===== src/rtl/latch_cond_pkg.sv =====
// Shared types and default constants for the NOR-latch input conditioner.
// The debounce cells and the top level import this package.
package latch_cond_pkg;

  typedef enum logic [1:0] {
    DB_LOW,
    DB_WAIT_HI,
    DB_HIGH,
    DB_WAIT_LO
  } db_state_t;

  localparam int unsigned DEF_SYNC_STAGES   = 2;
  localparam int unsigned DEF_STABLE_CYCLES = 50000;
  localparam int unsigned DEF_CNT_WIDTH     = 16;

endpackage : latch_cond_pkg


===== src/rtl/debounce_cell.sv =====
// One raw board input -> synchroniser chain -> counter-based debounce FSM -> clean level.
// A new level is accepted after STABLE_CYCLES consecutive identical synced samples.
module debounce_cell
  import latch_cond_pkg::*;
#(
  parameter int unsigned SYNC_STAGES   = DEF_SYNC_STAGES,
  parameter int unsigned STABLE_CYCLES = DEF_STABLE_CYCLES,
  parameter int unsigned CNT_WIDTH     = DEF_CNT_WIDTH
) (
  input  logic clk,
  input  logic rst,
  input  logic raw,
  output logic level
);

  // The sample that moves the FSM into a WAIT state is the first stable sample,
  // so the WAIT state must see STABLE_CYCLES-1 more, ending at count STABLE_CYCLES-2.
  localparam logic [CNT_WIDTH-1:0] CNT_LAST = CNT_WIDTH'(STABLE_CYCLES - 2);

  logic [SYNC_STAGES-1:0] sync_q;
  logic                   s_x;
  db_state_t              state_q;
  logic [CNT_WIDTH-1:0]   cnt_q;
  logic                   level_q;

  // NOTE: sequential state uses non-blocking assignments so every flop samples
  // pre-edge values; blocking here would collapse the chain into a single stage.
  always_ff @(posedge clk or posedge rst) begin
    if (rst) begin
      sync_q <= '0;
    end else begin
      sync_q <= {sync_q[SYNC_STAGES-2:0], raw};
    end
  end

  assign s_x = sync_q[SYNC_STAGES-1];

  always_ff @(posedge clk or posedge rst) begin
    if (rst) begin
      state_q <= DB_LOW;
      cnt_q   <= '0;
      level_q <= 1'b0;
    end else begin
      unique case (state_q)
        DB_LOW: begin
          if (s_x) begin
            state_q <= DB_WAIT_HI;
            cnt_q   <= '0;
          end
        end
        DB_WAIT_HI: begin
          if (!s_x) begin
            state_q <= DB_LOW;
            cnt_q   <= '0;
          end else if (cnt_q == CNT_LAST) begin
            // Counter holds at the compare point; it is cleared on the next WAIT entry.
            state_q <= DB_HIGH;
            level_q <= 1'b1;
          end else begin
            cnt_q <= cnt_q + CNT_WIDTH'(1);
          end
        end
        DB_HIGH: begin
          if (!s_x) begin
            state_q <= DB_WAIT_LO;
            cnt_q   <= '0;
          end
        end
        DB_WAIT_LO: begin
          if (s_x) begin
            state_q <= DB_HIGH;
            cnt_q   <= '0;
          end else if (cnt_q == CNT_LAST) begin
            state_q <= DB_LOW;
            level_q <= 1'b0;
          end else begin
            cnt_q <= cnt_q + CNT_WIDTH'(1);
          end
        end
        default: begin
          state_q <= DB_LOW;
          cnt_q   <= '0;
          level_q <= 1'b0;
        end
      endcase
    end
  end

  assign level = level_q;

endmodule : debounce_cell


===== src/rtl/latch_input_conditioner.sv =====
// Conditions the enable button and data switch feeding the NOR-gate D latch:
// debounced En/D levels, one-cycle enable edge strobes, and a D hold guard on En fall.
module latch_input_conditioner
  import latch_cond_pkg::*;
#(
  parameter int unsigned SYNC_STAGES   = DEF_SYNC_STAGES,
  parameter int unsigned STABLE_CYCLES = DEF_STABLE_CYCLES,
  parameter int unsigned CNT_WIDTH     = DEF_CNT_WIDTH
) (
  input  logic clk,
  input  logic rst,
  input  logic en_raw,
  input  logic d_raw,
  output logic en_out,
  output logic d_out,
  output logic en_rise,
  output logic en_fall
);

  logic en_level;
  logic d_level;
  logic en_prev_q, en_prev_d;
  logic dout_prev_q, dout_prev_d;
  logic hold;

  debounce_cell #(
    .SYNC_STAGES  (SYNC_STAGES),
    .STABLE_CYCLES(STABLE_CYCLES),
    .CNT_WIDTH    (CNT_WIDTH)
  ) u_en_db (
    .clk  (clk),
    .rst  (rst),
    .raw  (en_raw),
    .level(en_level)
  );

  debounce_cell #(
    .SYNC_STAGES  (SYNC_STAGES),
    .STABLE_CYCLES(STABLE_CYCLES),
    .CNT_WIDTH    (CNT_WIDTH)
  ) u_d_db (
    .clk  (clk),
    .rst  (rst),
    .raw  (d_raw),
    .level(d_level)
  );

  // NOTE: every signal written here gets a value on every path, so no latch is inferred.
  always_comb begin
    en_out  = en_level;
    en_rise = en_level & ~en_prev_q;
    en_fall = ~en_level & en_prev_q;
    // D must not move in the cycle En closes the latch; it follows one cycle later.
    hold    = en_fall & (d_level != dout_prev_q);
    d_out   = hold ? dout_prev_q : d_level;
    en_prev_d   = en_level;
    dout_prev_d = d_out;
  end

  always_ff @(posedge clk or posedge rst) begin
    if (rst) begin
      en_prev_q   <= 1'b0;
      dout_prev_q <= 1'b0;
    end else begin
      en_prev_q   <= en_prev_d;
      dout_prev_q <= dout_prev_d;
    end
  end

endmodule : latch_input_conditioner


===== config.mk =====
export PLATFORM = sky130hd
export DESIGN_NAME = latch_input_conditioner
export DESIGN_NICKNAME = d
export VERILOG_FILES = /design/src/rtl/latch_cond_pkg.sv /design/src/rtl/debounce_cell.sv /design/src/rtl/latch_input_conditioner.sv
export SDC_FILE = /design/constraint.sdc
export NUM_CORES = 1
export LEC_CHECK = 0
export CAP_MARGIN = 20
export CORE_ASPECT_RATIO = 0.7
export CORE_UTILIZATION = 30
export CTS_CLUSTER_SIZE = 20
export DETAILED_ROUTE_END_ITERATION = 10
export PLACE_DENSITY = 0.48
export SETUP_SLACK_MARGIN = 0.3
export SLEW_MARGIN = 20
export SYNTH_ARGS = -nofsm -noshare
export SYNTH_HDL_FRONTEND = slang
export SYNTH_HIERARCHICAL = 1
export SYNTH_SLANG_ARGS = --single-unit

===== constraint.sdc =====
create_clock -name clk -period 1.9 [get_ports clk]
set_input_delay 0.57 -clock clk [delete_from_list [all_inputs] [get_ports clk]]
set_output_delay 0.57 -clock clk [all_outputs]
set_load 0.005 [all_outputs]

# Word level (Yosys, flattened, before mapping)
# Cells that the tools add are included.
# word_totals
inputBits,4
out_inout_bits,4
register_bits,44
elab_cells,89
# op_classes
reduce_logical,10
bitwise_logic,5
n_eq_ne,25
n_addsub,2
mux,37
# op_table
operator,count
two-way mux 16 bit,10
case mux 16 bit (4 select lines),2
adder 16 x 1 -> 16 bit (second input constant),2
== test 16 bit (second input constant),2
two-way mux 2 bit,12
inequality test 2 x 1 -> 1 bit (second input constant),8
case mux 2 bit (4 select lines),2
AND reduction 5 bit,2
two-way mux 1 bit,9
== test 2 bit (second input constant),4
inequality test 2 bit (second input constant),4
AND reduction 4 bit,2
inequality test 3 x 1 -> 1 bit (second input constant),2
inequality test 3 bit (second input constant),2
== test 2 x 1 -> 1 bit (second input constant),2
logical NOT 2 bit,2
case mux 1 bit (2 select lines),2
AND reduction 2 bit,2
nonzero test 2 bit,2
bitwise AND 1 bit,3
NOT 1 bit,2
inequality test 1 bit,1

# Depth between registers and ports, before layout
# depth
word_depth,4
mapped_depth,6
depth_no_buf,6

# Modules after synthesis
# Netlist, hierarchy kept.
# by_module_without_submodules
mod,instances,area_each_um2,seq_area_each_um2,cells_each
debounce_cell (u_en_db),1,1203.7,525.5,130
debounce_cell (u_d_db),1,1183.6,525.5,128
latch_input_conditioner,1,91.3,50.0,6

# Worst setup path after synthesis
# Ideal clock, no wire load.
# synth_path
path_type,reg2reg
start,reg u_en_db.cnt_q[0]
end,reg (tool-made name)
setup_ns,0.120
n_path_buf,0
synth_period_minus_slack_ns,1.934
slack_ns,-0.034
required_time_ns,1.780
t_arrival_ns,1.814
path_stages_with_launch,7
path_cell_list,dfrtp_1 > inv_1 > ha_1 > or4b_4 > nor4_4 > a21oi_1 > a31o_1
# synth_lines
element,line_no,text
from (decl),debounce_cell.sv:23,logic [CNT_WIDTH-1:0] cnt_q;
from (signal assigned),debounce_cell.sv:60,cnt_q <= cnt_q + CNT_WIDTH'(1);
from (signal assigned),debounce_cell.sv:77,cnt_q <= cnt_q + CNT_WIDTH'(1);

==> results.json <==
{
  "status": "finished, final reports clean",
  "num_io_pins": 8,
  "portBuffers": 7,
  "dieArea_um2": 8635,
  "sw_frac_of_total_pct": 22.73,
  "chipHeight_um": 78.05,
  "ys_types": 52,
  "wire_per_inst_um": 15.43,
  "cts_sinks": 44,
  "maxSlewHeadroom_pct": 62.10,
  "die_x_um": 110.6,
  "cts_buffers": 5,
  "critPathCaptureType": "register",
  "nNetsFinal": 336,
  "synth_top_area_share_pct": 44.42,
  "firstDrtPassIters": 4,
  "setup_tns_ns": 0,
  "critPathKind": "reg -> reg",
  "fmax_mhz": 548.2,
  "p_seq_share_pct": 45.0,
  "p_int_w": 0.001668,
  "grt_max_degree": 22,
  "core_area_um2": 7939,
  "arrival_ns": 2.00,
  "hold_class": "reg -> reg",
  "initial_utilization_pct": 31.22,
  "comb_power_share_pct": 9.5,
  "clk_pin_slew_ns": 0.07,
  "drive_above_1_share_pct": 39.51,
  "antenna_cells": 0,
  "netlist_top_cells_area": "dfrtp_1 (44%), nand3_1 (4.2%), nand2_1 (3.3%), inv_1 (3.0%), nand4_1 (3.0%)",
  "netlist_area_um2": 2479,
  "cts-root-buf": "clkbuf_16",
  "drv_cap": 0,
  "fin_crit_ns": 1.824,
  "post-synth-top-count-cell": "dfrtp_1",
  "gp_congestion": 0.7835,
  "yosys.area.top_type": "dfrtp_1",
  "peakVddDrop_v": 0.0004789,
  "tightest_slew_ns": 0.5679,
  "timing.final.ws_setup_ns": 0.07588,
  "preCtsSetupSlack_ns": 0.03824,
  "hpwl_mm": 4.186,
  "htree_levels": 2,
  "synth_edf_count": 0,
  "skew_ns": 0.005474,
  "num_rows": 27,
  "drv_slew": 0,
  "cts_tree": "built",
  "final_cell_area_um2": 3556,
  "p_clk_share_pct": 45.5,
  "fin_crit_sh_pct": 96.01,
  "start_kind": "register",
  "antenna_found_initial": 0,
  "ys_seq_area_share_pct": 44.42,
  "crit_required_ns": 2.07,
  "synth_cells": 264,
  "synth-async-reset-ratio_pct": 100.0,
  "switching_power_w": 0.0004906,
  "synth_common_cells": "dfrtp_1 (44), nand2_1 (22), nand3_1 (21)",
  "placed_cell_area_um2": 2840,
  "setup_viol": 0,
  "cts_buffer_depth": 2,
  "area_growth_pct": 43.46,
  "routed_wl_mm": 6.635,
  "synth_ff_type": "dfrtp_1",
  "yosys_register_bits": 44,
  "grt_first_pass_wirelength_mm": 11.17,
  "vias_per_cell": 5.286,
  "cp_max_fo": 5,
  "drc": 0,
  "avgSynthCellArea_um2": 9.389,
  "rsz0062_at_grt": "true",
  "powerDensity_nw_per_um2": 607.0,
  "ys_warn_count": 6,
  "drt_iter0_drc": 159,
  "leakagePower_nw": 1.499,
  "clk_latency_ns": 0.28,
  "synthesis.nets": 272,
  "grt_pass1_vias": 2181,
  "overflow": 0,
  "track_usage_pct": 16.09,
  "vias": 2273,
  "hold_violations": 0,
  "postRouteAntennaNets": 0
}
## area by class of cell
cell class              instances  area, um^2
inverters                      20       75.07
clock inverters                 3       42.54
flip-flops and latches         44        1104
well taps                     101       126.4
fillers                       737        4383
repair buffers                 69       565.5
clock buffers                   5       125.1
multi-input cells             188        1518
## metrics by stage
stage	power (W)	util (%)	instances	hold slack, ns
2_1_floorplan	0.001066	-	264	0.3112
3_3_place_gp	0.001118	35.78	388	0.3320
3_5_place_dp	0.001117	35.78	388	0.3355
4_1_cts	0.002157	41.32	415	0.3507
5_1_grt	0.002253	44.79	430	0.3612
6_report	0.002159	44.79	430	0.3507
## state kept, by name, summed over array words and instances, names as in the netlist, named ones only
name	cells
u_en_db/cnt_q	16
u_d_db/level	1
u_d_db/sync_q	2
u_d_db/cnt_q	16
u_en_db/state_q	1
en_prev_q	1
dout_prev_q	1
u_d_db/state_q	1
u_en_db/sync_q	2
u_en_db/level	1
## critical path, cell delays in order (launching register included)
cell	delay [ns]
dfrtp_1	0.40
inv_2	0.10
ha_4	0.13
or4b_4	0.46
nor4_4	0.20
buf_6	0.18
a21oi_2	0.05
a31o_1	0.19
## logic make-up after synthesis
| kind of cell | Yosys count | share of synthesized area (%) |
|---|---|---|
| DFF | 44 | 44.42 |
| xor gates and xnor gates | 4 | 1.414 |
| buffers and inverters | 32 | 5.098 |
| adders and majority gates | 4 | 2.019 |
| muxes | 4 | 1.817 |
| AOI/OAI and AO/OA | 69 | 17.82 |
| and+or+nand+nor | 107 | 27.41 |
## power groups by stage
stage | registers, W | clock network (W) | logic, W
after global routing | 0.000972 | 0.00106 | 0.000226
after CTS | 0.000967 | 0.00102 | 0.000173
after global placement | 0.000982 | 0 | 0.000136
final | 0.000971 | 0.000983 | 0.000205
after floorplan | 0.000976 | 0 | 0.0000897
after detailed placement | 0.000982 | 0 | 0.000134
## per-layer routing
| metal | wire length, um | global-route usage (%) | part of all wire (%) |
|---|---|---|---|
| met5 | 0 | 0 | 0 |
| met4 | 59 | 4.000 | 0.89 |
| met1 | 3492 | 24.78 | 53 |
| met2 | 2810 | 23.35 | 42 |
| met3 | 273 | 2.317 | 4.1 |
## worst paths after layout
| check | from | to | slack (ns) | cells past startpoint |
|---|---|---|---|---|
| worst min register to register | u_en_db/sync_q[0] | u_en_db/sync_q[1] | 0.35 | 0 |
| worst max-delay path | u_en_db/cnt_q[0] | register | 0.08 | 7 |
| max in group asynchronous | rst | u_d_db/sync_q[1] | 0.98 | 3 |
| worst max register to register | u_en_db/cnt_q[0] | register | 0.08 | 7 |
| min in group asynchronous | rst | dout_prev_q | 0.50 | 2 |
| worst min-delay path | u_en_db/sync_q[0] | u_en_db/sync_q[1] | 0.35 | 0 |
## cell usage in the layout (no fill, tap or decap), types with 2 or more instances in the layout
master,instances
and2_4,3
ha_4,3
a21oi_1,11
and4_4,3
o31a_1,3
buf_4,52
o22ai_1,4
nand2b_4,2
inv_2,2
dfrtp_1,42
o21ai_0,11
nand3_4,3
buf_6,12
o21ai_1,3
nand2b_1,2
or3_1,3
nand2_1,20
mux2i_1,3
nand4b_1,2
clkdlybuf4s50_1,3
or4b_4,4
nand3b_1,3
nor2_2,2
o21ai_2,2
nand4_1,12
nand3_1,17
nor4_4,3
dfrtp_2,2
or4_1,6
buf_2,2
nor3_2,2
clkbuf_16,5
and3_4,2
inv_1,18
a21boi_1,2
o211ai_1,10
a31oi_1,9
a21oi_2,3
## timing repair
item,4_1_cts,5_1_grt
pin swaps,12,23
gates cloned,1,0
hold buffers,0,0
setup buffers,18,15
endpoints found under the setup margin,34,37
gates resized for setup,51,35
Power figures use the tool's default switching activity.
